[config.mk]
export PLATFORM = sky130hd
export DESIGN_NAME = ram_port_arbiter
export DESIGN_NICKNAME = d
export VERILOG_FILES = /design/src/rtl/riscv_mem_pkg.sv /design/src/rtl/rd_tag_pipe.sv /design/src/rtl/ram_port_arbiter.sv
export SDC_FILE = /design/constraint.sdc
export NUM_CORES = 1
export LEC_CHECK = 0
export CAP_MARGIN = 30
export CORE_MARGIN = 5
export CORE_UTILIZATION = 29
export DETAILED_ROUTE_END_ITERATION = 6
export MAX_ROUTING_LAYER = met4
export PLACE_DENSITY = 0.77
export SLEW_MARGIN = 20
export SYNTH_ARGS = -nofsm -noshare
export SYNTH_HDL_FRONTEND = slang
export SYNTH_HIERARCHICAL = 1
export SYNTH_SLANG_ARGS = --single-unit
[constraint.sdc]
create_clock -name i_clk -period 1.64 [get_ports i_clk]
set_input_delay 0.328 -clock i_clk [delete_from_list [all_inputs] [get_ports i_clk]]
set_output_delay 0.328 -clock i_clk [all_outputs]
set_load 0.05 [all_outputs]
[src/rtl/riscv_mem_pkg.sv]
// Shared memory-path definitions: access size codes, arbiter states and
// requester IDs used by the RAM port arbiter and its read-return tag pipe.
package riscv_mem_pkg;

  typedef enum logic [2:0] {
    RW_B  = 3'b000,
    RW_H  = 3'b001,
    RW_W  = 3'b010,
    RW_BU = 3'b100,
    RW_HU = 3'b101
  } rw_type_e;

  typedef enum logic [1:0] {
    ARB_IDLE  = 2'd0,
    ARB_OWN0  = 2'd1,
    ARB_OWN1  = 2'd2,
    ARB_GUARD = 2'd3
  } arb_state_e;

  localparam logic MST_M0 = 1'b0;
  localparam logic MST_M1 = 1'b1;

endpackage

[src/rtl/rd_tag_pipe.sv]
// RD_LAT-deep valid+ID shift register. A tag enters on every RAM read issue
// and pops out exactly when the RAM returns that read's data.
module rd_tag_pipe
  import riscv_mem_pkg::*;
#(
  parameter int RD_LAT = 1
) (
  input  logic i_clk,
  input  logic i_rst_n,
  input  logic i_vld,
  input  logic i_id,
  output logic o_vld,
  output logic o_id
);

  logic [RD_LAT:1] r_vld_pipe;
  logic [RD_LAT:1] r_id_pipe;
  logic [RD_LAT:1] w_vld_nxt;
  logic [RD_LAT:1] w_id_nxt;

  if (RD_LAT == 1) begin : g_one
    assign w_vld_nxt = i_vld;
    assign w_id_nxt  = i_id;
  end else begin : g_many
    assign w_vld_nxt = {r_vld_pipe[RD_LAT-1:1], i_vld};
    assign w_id_nxt  = {r_id_pipe[RD_LAT-1:1], i_id};
  end

  // Shift tags one stage per cycle; reset drops anything still in flight.
  always_ff @(posedge i_clk or negedge i_rst_n) begin
    if (!i_rst_n) begin
      r_vld_pipe <= '0;
      r_id_pipe  <= '0;
    end else begin
      r_vld_pipe <= w_vld_nxt;
      r_id_pipe  <= w_id_nxt;
    end
  end

  assign o_vld = r_vld_pipe[RD_LAT];
  assign o_id  = r_id_pipe[RD_LAT];

endmodule

[src/rtl/ram_port_arbiter.sv]
// Two-master arbiter for the single data-RAM port. M0 is the core load/store
// path, M1 the loader/debug master. Round-robin when both ask, M1 may lock
// the port for bursts, and a guard slot lets a waiting M0 in every
// MAX_BURST locked M1 beats. Grants are combinational from registered state.
module ram_port_arbiter
  import riscv_mem_pkg::*;
#(
  parameter int AW        = 32,
  parameter int DW        = 32,
  parameter int RD_LAT    = 1,
  parameter int MAX_BURST = 8
) (
  input  logic          i_clk,
  input  logic          i_rst_n,
  input  logic          i_m0_req,
  input  logic          i_m0_wr,
  input  logic [AW-1:0] i_m0_addr,
  input  logic [2:0]    i_m0_type,
  input  logic [DW-1:0] i_m0_wdata,
  output logic          o_m0_gnt,
  output logic          o_m0_rvalid,
  output logic [DW-1:0] o_m0_rdata,
  input  logic          i_m1_req,
  input  logic          i_m1_wr,
  input  logic [AW-1:0] i_m1_addr,
  input  logic [2:0]    i_m1_type,
  input  logic [DW-1:0] i_m1_wdata,
  input  logic          i_m1_lock,
  output logic          o_m1_gnt,
  output logic          o_m1_rvalid,
  output logic [DW-1:0] o_m1_rdata,
  output logic          o_ram_rd_en,
  output logic          o_ram_wr_en,
  output logic [AW-1:0] o_ram_addr,
  output logic [2:0]    o_ram_type,
  output logic [DW-1:0] o_ram_wdata,
  input  logic [DW-1:0] i_ram_rdata
);

  localparam int            CW      = $clog2(MAX_BURST + 1);
  localparam logic [CW-1:0] CNT_MAX = CW'(MAX_BURST);

  arb_state_e    r_state;
  arb_state_e    w_state_nxt;
  logic          r_last;
  logic          w_last_nxt;
  logic [CW-1:0] r_cnt;
  logic [CW-1:0] w_cnt_nxt;
  logic          w_rr_g0;
  logic          w_rr_g1;
  logic          w_g0;
  logic          w_g1;
  logic          w_wr;
  logic          w_tag_vld;
  logic          w_tag_id;
  logic [DW-1:0] r_m0_rdata;
  logic [DW-1:0] r_m1_rdata;

  // Fair pick: the master that did not win last time gets the tie.
  assign w_rr_g0 = i_m0_req & (~i_m1_req | (r_last == MST_M1));
  assign w_rr_g1 = i_m1_req & ~w_rr_g0;

  // Grant decode. A locked owner only keeps the port while it is actually
  // requesting; otherwise the cycle falls back to the fair pick, so a bare
  // lock never stalls M0. Grants are held off while reset is asserted.
  always_comb begin
    w_g0 = 1'b0;
    w_g1 = 1'b0;
    case (r_state)
      ARB_GUARD: begin
        if (i_m0_req) begin
          w_g0 = 1'b1;
        end else begin
          w_g0 = w_rr_g0;
          w_g1 = w_rr_g1;
        end
      end
      ARB_OWN1: begin
        if (i_m1_req && i_m1_lock) begin
          w_g1 = 1'b1;
        end else begin
          w_g0 = w_rr_g0;
          w_g1 = w_rr_g1;
        end
      end
      default: begin
        w_g0 = w_rr_g0;
        w_g1 = w_rr_g1;
      end
    endcase
    if (!i_rst_n) begin
      w_g0 = 1'b0;
      w_g1 = 1'b0;
    end
  end

  // Next state, burst count and last winner. The count only advances for
  // locked M1 beats that make M0 wait; hitting the limit schedules a guard
  // beat for M0, after which a still-held lock hands the port back to M1.
  always_comb begin
    w_state_nxt = ARB_IDLE;
    w_last_nxt  = r_last;
    w_cnt_nxt   = r_cnt;
    if (w_g0 || !i_m1_lock) begin
      w_cnt_nxt = '0;
    end else if (w_g1 && i_m0_req && (r_cnt < CNT_MAX)) begin
      w_cnt_nxt = r_cnt + 1'b1;
    end
    if (w_g0) begin
      w_last_nxt  = MST_M0;
      w_state_nxt = ((r_state == ARB_GUARD) && i_m1_lock) ? ARB_OWN1 : ARB_OWN0;
    end else if (w_g1) begin
      w_last_nxt = MST_M1;
      if (!i_m1_lock) begin
        w_state_nxt = ARB_IDLE;
      end else if (w_cnt_nxt >= CNT_MAX) begin
        w_state_nxt = ARB_GUARD;
      end else begin
        w_state_nxt = ARB_OWN1;
      end
    end
  end

  // Arbiter state registers; M1 counts as last winner so M0 wins the first tie.
  always_ff @(posedge i_clk or negedge i_rst_n) begin
    if (!i_rst_n) begin
      r_state <= ARB_IDLE;
      r_last  <= MST_M1;
      r_cnt   <= '0;
    end else begin
      r_state <= w_state_nxt;
      r_last  <= w_last_nxt;
      r_cnt   <= w_cnt_nxt;
    end
  end

  assign o_m0_gnt = w_g0;
  assign o_m1_gnt = w_g1;

  // RAM request mux: the granted master's fields, zero when nobody is granted.
  always_comb begin
    w_wr        = 1'b0;
    o_ram_addr  = '0;
    o_ram_type  = '0;
    o_ram_wdata = '0;
    if (w_g0) begin
      w_wr        = i_m0_wr;
      o_ram_addr  = i_m0_addr;
      o_ram_type  = i_m0_type;
      o_ram_wdata = i_m0_wdata;
    end else if (w_g1) begin
      w_wr        = i_m1_wr;
      o_ram_addr  = i_m1_addr;
      o_ram_type  = i_m1_type;
      o_ram_wdata = i_m1_wdata;
    end
  end

  assign o_ram_rd_en = (w_g0 | w_g1) & ~w_wr;
  assign o_ram_wr_en = (w_g0 | w_g1) & w_wr;

  rd_tag_pipe #(
    .RD_LAT (RD_LAT)
  ) u_rd_tag_pipe (
    .i_clk   (i_clk),
    .i_rst_n (i_rst_n),
    .i_vld   (o_ram_rd_en),
    .i_id    (w_g1),
    .o_vld   (w_tag_vld),
    .o_id    (w_tag_id)
  );

  // Returned data goes straight through in its valid cycle, then is held.
  assign o_m0_rvalid = w_tag_vld & (w_tag_id == MST_M0);
  assign o_m1_rvalid = w_tag_vld & (w_tag_id == MST_M1);
  assign o_m0_rdata  = o_m0_rvalid ? i_ram_rdata : r_m0_rdata;
  assign o_m1_rdata  = o_m1_rvalid ? i_ram_rdata : r_m1_rdata;

  // Hold registers for the last load data delivered to each master.
  always_ff @(posedge i_clk or negedge i_rst_n) begin
    if (!i_rst_n) begin
      r_m0_rdata <= '0;
      r_m1_rdata <= '0;
    end else begin
      r_m0_rdata <= o_m0_rdata;
      r_m1_rdata <= o_m1_rdata;
    end
  end

endmodule

==> results.py, run 1 <==
metrics = {
    "status": {
        "status": "finished, violations left",
        "violations": "negative setup slack",
    },
    "detailed_routing": {
        "drc": 0,
        "wl_per_cell_um": 27.64,
        "vias_per_cell": 5.043,
        "ant_nets": 0,
        "wl_um": 23000,
        "via_count": 4196,
        "drt_iter0_drc": 175,
        "firstDrtPassIters": 4,
    },
    "die": {
        "core_um2": 12060,
        "start_util_pct": 29.72,
        "num_rows": 40,
        "chipHeight_um": 121.2,
        "dieArea_um2": 14680,
        "die_x_um": 121.2,
        "ioPinCount": 310,
    },
    "sta": {
        "fin_crit_ps": 2304,
        "worst_slack_ps": -664.2,
        "hold_viol_final": 0,
        "slew_headroom_pct": 47.50,
        "rsz0062_at_grt": "yes",
        "finalCritPeriodShare_pct": 140.5,
        "max_freq_mhz": 434.0,
        "fin_skew_ps": 10.01,
        "setup_tns_ps": -70490,
        "drv_slew": 0,
        "worstMarginPinSlew_ps": 787.5,
        "setup_viol": 138,
    },
    "global_routing": {
        "grt_start_max_net_pins": 63,
        "track_usage_pct": 31.20,
        "grt_pass1_vias": 4860,
        "grt_pass1_wl_um": 32360,
        "grt_overflow": 0,
        "antenna_found_initial": 2,
    },
    "yosys": {
        "ys_seq_area_share_pct": 50.99,
        "synth.distinct_cells": 32,
        "synth_nets": 445,
        "synth_area_um2": 3585,
        "synth_edf_count": 0,
        "yosys_warnings": 6,
        "synth_area_leaders": "dfrtp_1 (50%), mux2_2 (20%), a22o_1 (17%)",
        "synth_common_cells": "dfrtp_1 (72), a22o_1 (68), mux2_2 (64), buf_2 (9), nand2_1 (9)",
        "synth_top_cell_by_area": "dfrtp_1",
        "ys_ff_latch": 73,
        "syn_area_per_cell_um2": 13.23,
        "syn_inst": 271,
        "synthArstFlopShare_pct": 100.0,
        "synthFlopType": "dfrtp_1",
        "synthDominantCellAreaShare_pct": 50.26,
        "synth.most_common_cell": "dfrtp_1",
    },
    "clocking": {
        "cts.path.max_buffers": 2,
        "cts.sinks": 73,
        "h-tree-depth": 3,
        "clkTransAtPathRegs_ps": 60,
        "cts_buffers": 9,
        "clock-root-buffer": "clkbuf_16",
        "cts_tree": "built",
        "clock_latency_ps": 350,
    },
    "worst_setup_path": {
        "path_class": "reg2out",
        "reg2reg_from": "r_state[1]",
        "cp_data_required_time_ps": 1310,
        "startpoint": "r_state[1]",
        "endpoint_kind": "primary output",
        "cp.arrival_ps": 1980,
        "worstSetupStartpointType": "register",
        "cp_max_fo": 7,
    },
    "layout": {
        "layout-drive-gt1-share_pct": 59.37,
        "fin_nets": 831,
        "areaGrowthSynthToFinish_pct": 188.7,
    },
    "place": {
        "dp_hpwl_um": 14810,
        "io_buffers": 309,
        "gp_congestion": 0.8772,
    },
    "power": {
        "irDropWorstVdd_v": 0.0007566,
        "finalPower_w": 0.01223,
        "p_per_area_nw_per_um2": 1182,
        "leakagePower_nw": 4.806,
    },
    "run": {
        "cap_violations": 0,
    },
    "worst_hold_path": {
        "hold_class": "in2async",
    },
}
-- critical path: stages (launching register included) --
cell	delay [ps]
dfrtp_2	440
and3_4	210
a311oi_4	210
buf_6	170
buf_12	140
buf_12	110
inv_6	30
o22ai_4	150
buf_12	170
-- final timing paths --
path,end,slack (ps),depth (start not counted)
max,o_ram_rd_en,-660,8
max in group asynchronous,u_rd_tag_pipe/o_vld,570,3
min,r_last,120,2
min reg2reg,r_m0_rdata[3],500,1
min in group i_clk,r_m0_rdata[3],500,1
max reg2reg,u_rd_tag_pipe/o_vld,-110,9
-- final cells by class --
cell class / instances / area [µm²]
Timing Repair Buffer: 397 / 5468
Multi-Input combinational cell: 172 / 2471
Sequential cell: 73 / 1832
Fill cell: 493 / 1712
Clock buffer: 9 / 225.2
Tap cell: 168 / 210.2
Clock inverter: 7 / 101.3
Inverter: 4 / 37.54
Antenna cell: 2 / 5.005
-- cell usage in the layout, fill, tap and decap left out, types with 2 or more instances in the layout --
cell / count
a21boi_0: 2
a21o_1: 2
a21oi_1: 2
a22o_4: 68
buf_12: 142
buf_16: 4
buf_4: 45
buf_6: 19
buf_8: 11
bufinv_16: 2
clkbuf_16: 12
clkdlybuf4s50_1: 168
clkinvlp_4: 2
dfrtp_1: 69
dfrtp_2: 3
diode_2: 2
dlygate4sd2_1: 3
inv_4: 2
inv_6: 4
mux2_4: 64
nand2_1: 6
nand2_2: 3
nand3_4: 2
nor2_1: 4
o21a_1: 2
o21ai_0: 2
or3_1: 2
-- cell families after synthesis --
family	after synthesis	share of synthesized area (%)
compound gates	83	20.28
mux	64	20.10
flops	73	50.99
simple gates	24	3.560
fa+ha+maj	1	0.3490
buf+inv	26	4.712
-- report_power, final --
part           leakage (nW)  internal [W]  switching (W)
registers             0.861       0.00227       0.000213
clock network         0.153       0.00135       0.000868
logic                  3.79       0.00382        0.00371
total                  4.81       0.00744        0.00479
-- per-stage QoR --
stage / hold WS (ps) / setup slack, ps / instance area [µm²] / cells / utilization (%)
final: 118.2 / -664.2 / 10350 / 832 / 85.81
after global routing: 115.0 / -703.4 / 10350 / 832 / 85.81
after CTS: 116.7 / -650.1 / 10150 / 811 / 84.17
after detailed placement: 331.6 / -648.5 / 8929 / 759 / 74.02
after global placement: 331.9 / -608.6 / 8929 / 759 / 74.02
after floorplan: 32.41 / -368.7 / 4312 / 271 / -
-- flip-flops by register name (all words and copies together), names as in the netlist --
name and count:
r_m0_rdata 32, r_cnt 4, u_rd_tag_pipe/o_id 1, r_last 1, u_rd_tag_pipe/o_vld 1, r_state 2, r_m1_rdata 32
-- per-layer routing --
| metal | up-vias | GRT usage (%) | part of all wire [%] | routed length, µm |
|---|---|---|---|---|
| met5 | - | - | 0 | 0 |
| met4 | 0 | 13.59 | 4.6 | 1066 |
| met3 | 58 | 8.578 | 8.0 | 1829 |
| met2 | 254 | 57.76 | 54 | 12480 |
| met1 | 2074 | 30.38 | 33 | 7620 |
| li1 | 1810 | - | - | - |
-- timing repair --
item                                    4_1_cts  5_1_grt
endpoints found under the setup margin      137      139
buffers inserted                             26       25
endpoints found under the hold margin        10        0
pin swaps                                     2       22
resized for setup                           108       29
hold buffers                                  1        0
gates cloned                                 10        3
No activity file was read; power rests on OpenSTA's default activity.
==> run 2: changes to the inputs <==
--- a/config.mk
+++ b/config.mk
@@ -8,6 +8,7 @@
 export CAP_MARGIN = 30
 export CORE_MARGIN = 5
 export CORE_UTILIZATION = 29
+export CTS_BUF_LIST = sky130_fd_sc_hd__clkbuf_16
 export DETAILED_ROUTE_END_ITERATION = 6
 export MAX_ROUTING_LAYER = met4
 export PLACE_DENSITY = 0.77
==> results of run 2 <==
No change in the layout: final DEF, timing and power equal those of run 1.
